## config.mk

```make
export PLATFORM = sky130hd
export DESIGN_NAME = inst_encoder
export DESIGN_NICKNAME = d
export VERILOG_FILES = /design/src/rtl/inst_pkg.sv /design/src/rtl/inst_fifo.sv /design/src/rtl/inst_encoder.sv
export SDC_FILE = /design/constraint.sdc
export NUM_CORES = 1
export LEC_CHECK = 0
export ABC_AREA = 1
export BUFFER_PORTS_ARGS = -buffer_cell sky130_fd_sc_hd__buf_2
export CAP_MARGIN = 5
export CELL_PAD_IN_SITES_DETAIL_PLACEMENT = 1
export CELL_PAD_IN_SITES_GLOBAL_PLACEMENT = 1
export CORE_ASPECT_RATIO = 0.5
export CORE_UTILIZATION = 30
export DETAILED_ROUTE_END_ITERATION = 12
export PLACE_DENSITY_LB_ADDON = 0.25
export SYNTH_ARGS = -nofsm -noshare
export SYNTH_HDL_FRONTEND = slang
export SYNTH_SLANG_ARGS = --single-unit
```

## constraint.sdc

```tcl
create_clock -name clk -period 3.1 [get_ports clk]
set_input_delay 0.62 -clock clk [delete_from_list [all_inputs] [get_ports clk]]
set_output_delay 0.62 -clock clk [all_outputs]
set_load 0.02 [all_outputs]
```

## src/rtl/inst_pkg.sv

```systemverilog
// Shared instruction-format definitions used by both the encoder and the
// decode stage: field widths, bit positions, format codes and helpers that
// pack fields into a 32-bit word or pull them back out again.
package inst_pkg;

  localparam int WORD_W     = 32;
  localparam int OPCODE_W   = 6;
  localparam int REG_W      = 5;
  localparam int SHAMT_W    = 5;
  localparam int FUNC_W     = 6;
  localparam int IMM_W      = 16;

  localparam int OPCODE_LSB = 26;
  localparam int RD_LSB     = 21;
  localparam int RS_LSB     = 16;
  localparam int RT_LSB     = 11;
  localparam int SHAMT_LSB  = 6;
  localparam int FUNC_LSB   = 0;
  localparam int IMM_LSB    = 0;

  typedef enum logic {
    FMT_R = 1'b0,
    FMT_I = 1'b1
  } fmt_e;

  // Fully decoded view of one instruction word, shared with the decoder.
  typedef struct packed {
    logic [OPCODE_W-1:0] opcode;
    logic [REG_W-1:0]    rd;
    logic [REG_W-1:0]    rs;
    logic [REG_W-1:0]    rt;
    logic [SHAMT_W-1:0]  shamt;
    logic [FUNC_W-1:0]   func;
    logic [WORD_W-1:0]   imm;
  } fields_t;

  // R-format: opcode | rd | rs | rt | shamt | func
  function automatic logic [WORD_W-1:0] pack_r(
    input logic [OPCODE_W-1:0] opcode,
    input logic [REG_W-1:0]    rd,
    input logic [REG_W-1:0]    rs,
    input logic [REG_W-1:0]    rt,
    input logic [SHAMT_W-1:0]  shamt,
    input logic [FUNC_W-1:0]   func
  );
    logic [WORD_W-1:0] word;
    word = '0;
    word[OPCODE_LSB +: OPCODE_W] = opcode;
    word[RD_LSB     +: REG_W]    = rd;
    word[RS_LSB     +: REG_W]    = rs;
    word[RT_LSB     +: REG_W]    = rt;
    word[SHAMT_LSB  +: SHAMT_W]  = shamt;
    word[FUNC_LSB   +: FUNC_W]   = func;
    return word;
  endfunction

  // I-format: opcode | rd | rs | imm[15:0]
  function automatic logic [WORD_W-1:0] pack_i(
    input logic [OPCODE_W-1:0] opcode,
    input logic [REG_W-1:0]    rd,
    input logic [REG_W-1:0]    rs,
    input logic [IMM_W-1:0]    imm16
  );
    logic [WORD_W-1:0] word;
    word = '0;
    word[OPCODE_LSB +: OPCODE_W] = opcode;
    word[RD_LSB     +: REG_W]    = rd;
    word[RS_LSB     +: REG_W]    = rs;
    word[IMM_LSB    +: IMM_W]    = imm16;
    return word;
  endfunction

  // A 32-bit immediate survives the 16-bit round trip only when bits 31:15
  // are a pure sign extension of bit 15.
  function automatic logic imm_in_range(input logic [WORD_W-1:0] imm);
    return (&imm[WORD_W-1:IMM_W-1]) || !(|imm[WORD_W-1:IMM_W-1]);
  endfunction

  // Decoder-side inverse of pack_r/pack_i; imm is sign-extended from bit 15.
  function automatic fields_t unpack_word(input logic [WORD_W-1:0] word);
    fields_t f;
    f.opcode = word[OPCODE_LSB +: OPCODE_W];
    f.rd     = word[RD_LSB     +: REG_W];
    f.rs     = word[RS_LSB     +: REG_W];
    f.rt     = word[RT_LSB     +: REG_W];
    f.shamt  = word[SHAMT_LSB  +: SHAMT_W];
    f.func   = word[FUNC_LSB   +: FUNC_W];
    f.imm    = {{(WORD_W-IMM_W){word[IMM_W-1]}}, word[IMM_LSB +: IMM_W]};
    return f;
  endfunction

endpackage

```

## src/rtl/inst_fifo.sv

```systemverilog
// Synchronous FIFO holding encoded instruction words between the packer and
// instruction memory. DEPTH must be a power of two (pointers wrap naturally).
// Pushes while full and pops while empty are ignored.
module inst_fifo #(
  parameter int DEPTH = 4,
  parameter int WIDTH = 32
) (
  input  logic             clk,
  input  logic             rst,
  input  logic             push,
  input  logic             pop,
  input  logic [WIDTH-1:0] din,
  output logic [WIDTH-1:0] head,
  output logic             full,
  output logic             empty
);

  localparam int PTR_W = (DEPTH > 1) ? $clog2(DEPTH) : 1;
  localparam int CNT_W = PTR_W + 1;
  localparam logic [CNT_W-1:0] FULL_CNT = CNT_W'(DEPTH);

  logic [WIDTH-1:0] storage [DEPTH];
  logic [PTR_W-1:0] rd_ptr;
  logic [PTR_W-1:0] wr_ptr;
  logic [CNT_W-1:0] count;
  logic             do_push;
  logic             do_pop;

  assign full    = (count == FULL_CNT);
  assign empty   = (count == '0);
  assign do_push = push && !full;
  assign do_pop  = pop && !empty;
  assign head    = storage[rd_ptr];

  // Data array: written on push only, contents need no reset.
  always_ff @(posedge clk) begin
    if (do_push) begin
      storage[wr_ptr] <= din;
    end
  end

  // Pointers and occupancy; a simultaneous push and pop leaves count unchanged.
  always_ff @(posedge clk or posedge rst) begin
    if (rst) begin
      rd_ptr <= '0;
      wr_ptr <= '0;
      count  <= '0;
    end else begin
      if (do_push) begin
        wr_ptr <= wr_ptr + 1'b1;
      end
      if (do_pop) begin
        rd_ptr <= rd_ptr + 1'b1;
      end
      case ({do_push, do_pop})
        2'b10:   count <= count + 1'b1;
        2'b01:   count <= count - 1'b1;
        default: count <= count;
      endcase
    end
  end

endmodule

```

## src/rtl/inst_encoder.sv

```systemverilog
// Instruction encoder: packs R/I-format fields into 32-bit words, queues them
// in inst_fifo and streams them to instruction memory at auto-incrementing
// word addresses. Optional immediate range checking is enabled by defining
// INST_ENCODER_RANGE_CHECK_EN; otherwise imm is silently truncated and err
// stays 0.
module inst_encoder
  import inst_pkg::*;
#(
  parameter int                DEPTH     = 4,
  parameter int                ADDR_W    = 8,
  parameter logic [ADDR_W-1:0] BASE_ADDR = '0
) (
  input  logic                clk,
  input  logic                rst,
  input  logic                in_valid,
  output logic                in_ready,
  input  logic                in_fmt,
  input  logic [OPCODE_W-1:0] opcode,
  input  logic [FUNC_W-1:0]   func,
  input  logic [REG_W-1:0]    rd,
  input  logic [REG_W-1:0]    rs,
  input  logic [REG_W-1:0]    rt,
  input  logic [SHAMT_W-1:0]  shift,
  input  logic [WORD_W-1:0]   imm,
  output logic                mem_we,
  output logic [ADDR_W-1:0]   mem_addr,
  output logic [WORD_W-1:0]   mem_wdata,
  input  logic                mem_ready,
  output logic                busy,
  output logic                err,
  output logic [ADDR_W:0]     words_written
);

  localparam logic [ADDR_W:0] WW_MAX = '1;

  logic              fifo_full;
  logic              fifo_empty;
  logic              accept;
  logic              write_done;
  logic [WORD_W-1:0] enc_word;
  fmt_e              fmt;

  assign fmt        = fmt_e'(in_fmt);
  assign in_ready   = !fifo_full;
  assign accept     = in_valid && in_ready;
  assign mem_we     = !fifo_empty;
  assign busy       = !fifo_empty;
  assign write_done = mem_we && mem_ready;

  // Field packing; I-format keeps only the low 16 bits of the immediate.
  always_comb begin
    enc_word = pack_r(opcode, rd, rs, rt, shift, func);
    if (fmt == FMT_I) begin
      enc_word = pack_i(opcode, rd, rs, imm[IMM_W-1:0]);
    end
  end

  inst_fifo #(
    .DEPTH (DEPTH),
    .WIDTH (WORD_W)
  ) u_fifo (
    .clk   (clk),
    .rst   (rst),
    .push  (accept),
    .pop   (write_done),
    .din   (enc_word),
    .head  (mem_wdata),
    .full  (fifo_full),
    .empty (fifo_empty)
  );

  // Write address and saturating completed-write counter advance per write.
  always_ff @(posedge clk or posedge rst) begin
    if (rst) begin
      mem_addr      <= BASE_ADDR;
      words_written <= '0;
    end else if (write_done) begin
      mem_addr <= mem_addr + 1'b1;
      if (words_written != WW_MAX) begin
        words_written <= words_written + 1'b1;
      end
    end
  end

`ifdef INST_ENCODER_RANGE_CHECK_EN
  // Sticky flag set when an accepted I-format immediate loses information.
  always_ff @(posedge clk or posedge rst) begin
    if (rst) begin
      err <= 1'b0;
    end else if (accept && (fmt == FMT_I) && !imm_in_range(imm)) begin
      err <= 1'b1;
    end
  end
`else
  logic unused_imm_hi;

  assign unused_imm_hi = ^imm[WORD_W-1:IMM_W];
  assign err           = 1'b0;
`endif

endmodule

```

Word level (Yosys, flattened, before mapping):

Memory sizes are Yosys's and may differ from the RTL's.
Cells that the tools add are included.

* bits in registers: 24
* bits in latches: 0
* RAM bits: 128
* ROM bits: 0
* input bits: 69
* memories kept: 1

Memories
* u_fifo.storage: words 4, width 32, rd ports 1, clocked after Yosys merged registers in 0, write ports 1, line inst_fifo.sv:22 `logic [WIDTH-1:0] storage [DEPTH];`

* add/sub/neg operators: 6
* $mul: 0
* divide/modulo/power cells: 0
* magnitude comparators: 0
* equality and inequality tests: 4
* shift operators: 0
* mux-type cells: 4
* bitwise logic cells: 0
* reductions and logical operators: 9

Operator list (count)
* $mux 16: 1
* $add 9x1->9 const B: 1
* $ne 9x9->1 const B: 1
* $add 8x1->8 const B: 1
* $pmux 3 s2: 1
* $add 2x1->2 const B: 2
* $logic_and 1x1->1: 4
* $add 3x1->3 const B: 1
* $eq 3x3->1 const B: 1
* $logic_not 3->1: 1
* $sub 3x1->3 const B: 1
* $eq 2x1->1 const B: 1
* $eq 2x2->1 const B: 1
* $logic_not 1->1: 2
* $mux 1: 2
* $reduce_and 2->1: 1
* $reduce_bool 2->1: 1

Logic depth before layout (Yosys ltp):

* word-level depth: 6
* gate-level depth with buffers: 11
* depth with buffers taken out: 11

By module:

From an unflattened synthesis, not the netlist that was laid out.

* cells, all modules: 568
* area, all modules: 6682.7 sq um

By module, submodules not included
* inst_fifo: instances 1, cells an instance 436, area each 5587.9 sq um, seq. area each 4018.9 sq um
* inst_encoder: instances 1, cells an instance 132, area each 1094.8 sq um, seq. area each 425.4 sq um

Worst setup path before layout:

Ideal clock, no wire load.

* kind: reg2reg
* start point: register u_fifo.count[0]
* end point: memory u_fifo.storage[0][0] (enable)
* library setup time: 0.421 ns
* arrival: 2.145 ns
* slack: 0.534 ns
* cell stages (with the launch flop): 5
* path buffers: 0
* period minus slack after synthesis: 2.566 ns
* cell sequence: dfrtp_1 > nor2_2 > nand2_1 > nand2_2 > nor2_1

* longest elaborated chain between the ends: 6

Ends and longest elaborated chain
* start: declaration: line inst_fifo.sv:25 `logic [CNT_W-1:0] count;`
* start signal: assignment: line inst_fifo.sv:56 `2'b10: count <= count + 1'b1;`
* start signal: assignment: line inst_fifo.sv:57 `2'b01: count <= count - 1'b1;`
* start signal: assignment: line inst_fifo.sv:58 `default: count <= count;`
* $eq 3x3->1 (*): line inst_fifo.sv:29 `assign full = (count == FULL_CNT);`
* $logic_not 1->1 (*): line inst_encoder.sv:44 `assign in_ready = !fifo_full;`
* named net in_ready: line inst_encoder.sv:16 `output logic in_ready,`
* $logic_and 1x1->1: line inst_encoder.sv:45 `assign accept = in_valid && in_ready;`
* $logic_and 1x1->1 (*): line inst_fifo.sv:31 `assign do_push = push && !full;`
* $mux 1 (*): line inst_fifo.sv:37 `if (do_push) begin`
* $mux 1 (not written as such) (*): line inst_fifo.sv:38 `storage[wr_ptr] <= din;`
* end: declaration: line inst_fifo.sv:22

Mark *: on every way through the listed nets, which the timed path passes. The rest lies on a longest branch.

Worst setup path in the final report:

* start point: register u_fifo.rd_ptr[0]
* end point: output port mem_wdata[13]

* longest elaborated chain between the ends: 1

Ends and longest elaborated chain
* start: declaration: line inst_fifo.sv:23 `logic [PTR_W-1:0] rd_ptr;`
* start signal: assignment: line inst_fifo.sv:53 `rd_ptr <= rd_ptr + 1'b1;`
* $mem_v2 4x32
* end: declaration: line inst_encoder.sv:27 `output logic [WORD_W-1:0] mem_wdata,`

Every way passes these cells.

==> impl_metrics.yaml <==
global_route:
  antenna_found_initial: 1
  grt_max_degree: 67
  grt_pass1_wl_um: 23300
  grt_pass1_vias: 4355
  grtUsageTotal_pct: 13.9
  grt.overflow.total: 0
setup_path:
  critPathSlowestCell: "inv_6"
  critPathKind: "flip-flop to output pin"
  crit_path_start_kind: "flip-flop"
  crit_chain: "inv_6 -> o21ai_0 -> o22ai_2 -> buf_2"
  reg2reg_slack_ps: 1070
  critPathRequiredTime_ps: 2480
  endpoint_kind: "output pin"
  critPathMaxFanout: 66
  crit_arrival_ps: 2060
  cp_slowest_stage_delay_ps: 530
synthesis:
  yosys.area.top_type: "edfxtp_1"
  syn_area_per_cell_sq_um: 13.1
  syn_area_sq_um: 6620
  ys.flop_type: "edfxtp_1"
  synthTopCellsByCount: "128 x edfxtp_1, 64 x nand2_1, 59 x nor2_1, 59 x o21ai_0, 24 x dfrtp_1"
  yosysTopAreaCellShare_pct: 58.1
  async_flop_share_pct: 15.8
  yosysWarnings: 0
  synth_most_common_cell: "edfxtp_1"
  synth.area.top_cells: "edfxtp_1 58%, dfrtp_1 9.1%, o21ai_0 4.5%"
  synthSimpleGateAreaFrac_pct: 11.8
  synth_fa_ha_area_share_pct: 1.81
  synth-seq-cells: 152
  yosysUniqueCellTypes: 33
  synth_nets: 583
  synth-compound-area-share_pct: 10.5
  synth.area.mux_share_pct: 2.72
  seq_area_frac_synth_pct: 67.1
  synth-edff-count: 128
  synth_cells: 505
  synthXorXnorAreaFrac_pct: 1.32
  synth_top_family_by_area: "simple AND/OR/NAND/NOR gates"
timing:
  setup_viol: 0
  rsz0062_at_grt: "false"
  hold_viol: 0
  slew_violations: 0
  fin_crit_ps: 2680
  slew_headroom_pct: 47.5
  fmax_mhz: 373
  fin_crit_sh_pct: 86.5
  worst_slack_ps: 420
  tightest_slew_ps: 788
  setup-tns-final_ps: 0
  worst_clock_skew_ps: 8.70
route:
  drt-initial-drc-count: 171
  dr.pass1.iters: 6
  ant_nets: 0
  drc: 0
  vias: 4075
  wirelength_um: 14800
  wire_per_inst_um: 16.1
  vias_per_cell: 4.45
final_layout:
  final_nets: 687
  final_area_sq_um: 7960
  area_growth_pct: 20.3
  fin_cells: 915
  drive_gt1_share_pct: 32.0
place:
  place.gp.congestion: 0.673
  dp.cells: 882
  dpl_cell_area_sq_um: 7400
  hpwl_um: 8730
  portBuffers: 104
  post-place-ws_ps: 828
cts:
  h-tree-depth: 4
  cts_tree: "yes"
  clock_sinks: 152
  cts_buffers: 17
  cts_hold_buf: 0
  clkTransAtPathRegs_ps: 60
  clockRootBuffer: "clkbuf_16"
  clock_latency_ps: 420
  clockBufferDepth: 2
  cts_setup_buffers: 0
  cts_repair_resize_count: 0
power_and_ir_drop:
  finalPower_mw: 7.97
  p_per_area_nw_per_um2: 1000
  ir_drop_mv: 0.523
  p_leak_nw: 3.00
status:
  outcome: "finished clean"
floorplan:
  start_util_pct: 31.4
  pin_count: 122
  core_sq_um: 21100
  die-area_sq_um: 22700
  die_h_um: 107
  std_cell_rows: 37
  die_w_um: 212
run:
  max_cap_viol_count: 0
hold_path:
  hp-class: "input pin to asynchronous set/reset pin"
[flip-flops by register name, indices dropped and copies added, names as in the netlist]
name,flops
words_written,9
u_fifo.rd_ptr,2
u_fifo.count,3
u_fifo.storage,128
u_fifo.wr_ptr,2
mem_addr,8
[cells in the final DEF (no fill, tap or decap), types with 17 or more instances in the layout]
master / instances
dfrtp_1: 23
buf_2: 104
clkbuf_16: 17
inv_1: 22
edfxtp_1: 128
nor2_1: 55
nor2_4: 24
nand2_1: 64
o21ai_0: 59
o22ai_2: 20
[layout make-up]
cell class | count | area [sq um]
Antenna cell | 1 | 2.50
Clock buffer | 18 | 429
Clock inverter | 14 | 130
Fill cell | 2253 | 13100
Inverter | 27 | 106
Multi-Input combinational cell | 300 | 1900
Sequential cell | 152 | 4450
Tap cell | 292 | 365
Timing Repair Buffer | 111 | 586
[path summary, 6_finish.rpt]
| check | from | end | depth (start not counted) |
|---|---|---|---|
| min in group clk | rd[4] | u_fifo.storage[3][25] | 1 |
| max reg2reg | u_fifo.count[0] | u_fifo.count[2] | 11 |
| max | u_fifo.rd_ptr[0] | mem_wdata[13] | 4 |
| max in group asynchronous | rst | u_fifo.rd_ptr[0] | 3 |
| min | rst | words_written[7] | 2 |
| min reg2reg | u_fifo.count[0] | u_fifo.count[0] | 1 |
[per-layer routing]
layer	GRT usage (%)	up-vias	part of all wire [%]
li1	-	2000	-
met1	16.6	2014	45
met2	23.7	46	50
met3	4.42	15	4.1
met4	4.40	0	0.95
met5	0	-	0
[worst max-delay path, delay by kind of cell (launching register included)]
| family | cells | cell delay, ps |
|---|---|---|
| buffers and inverters | 2 | 730 |
| flip-flops | 1 | 430 |
| AO/OA/AOI/OAI | 2 | 420 |
[through the flow]
step | utilization, % | hold slack (ps)
3_5_place_dp | 35.1 | 506
2_1_floorplan | - | 486
5_1_grt | 37.8 | 335
3_3_place_gp | 35.1 | 494
6_report | 37.8 | 295
4_1_cts | 37.8 | 297
[power by group]
group	leakage [nW]	internal, mW	switching [mW]	total (mW)
clock network	0.268	1.17	0.809	1.98
registers	1.48	2.72	0.225	2.94
logic	1.25	0.943	2.10	3.04
[cells by family after synthesis]
kind of cell / count (synthesis)
buffers and inverters: 53
other: 1
AO/OA/AOI/OAI: 105
adder cells (fa/ha/maj): 9
XOR/XNOR: 10
AND/OR/NAND/NOR: 159
flip-flops: 152
multiplexers: 16
Power figures use the tool's default switching activity.
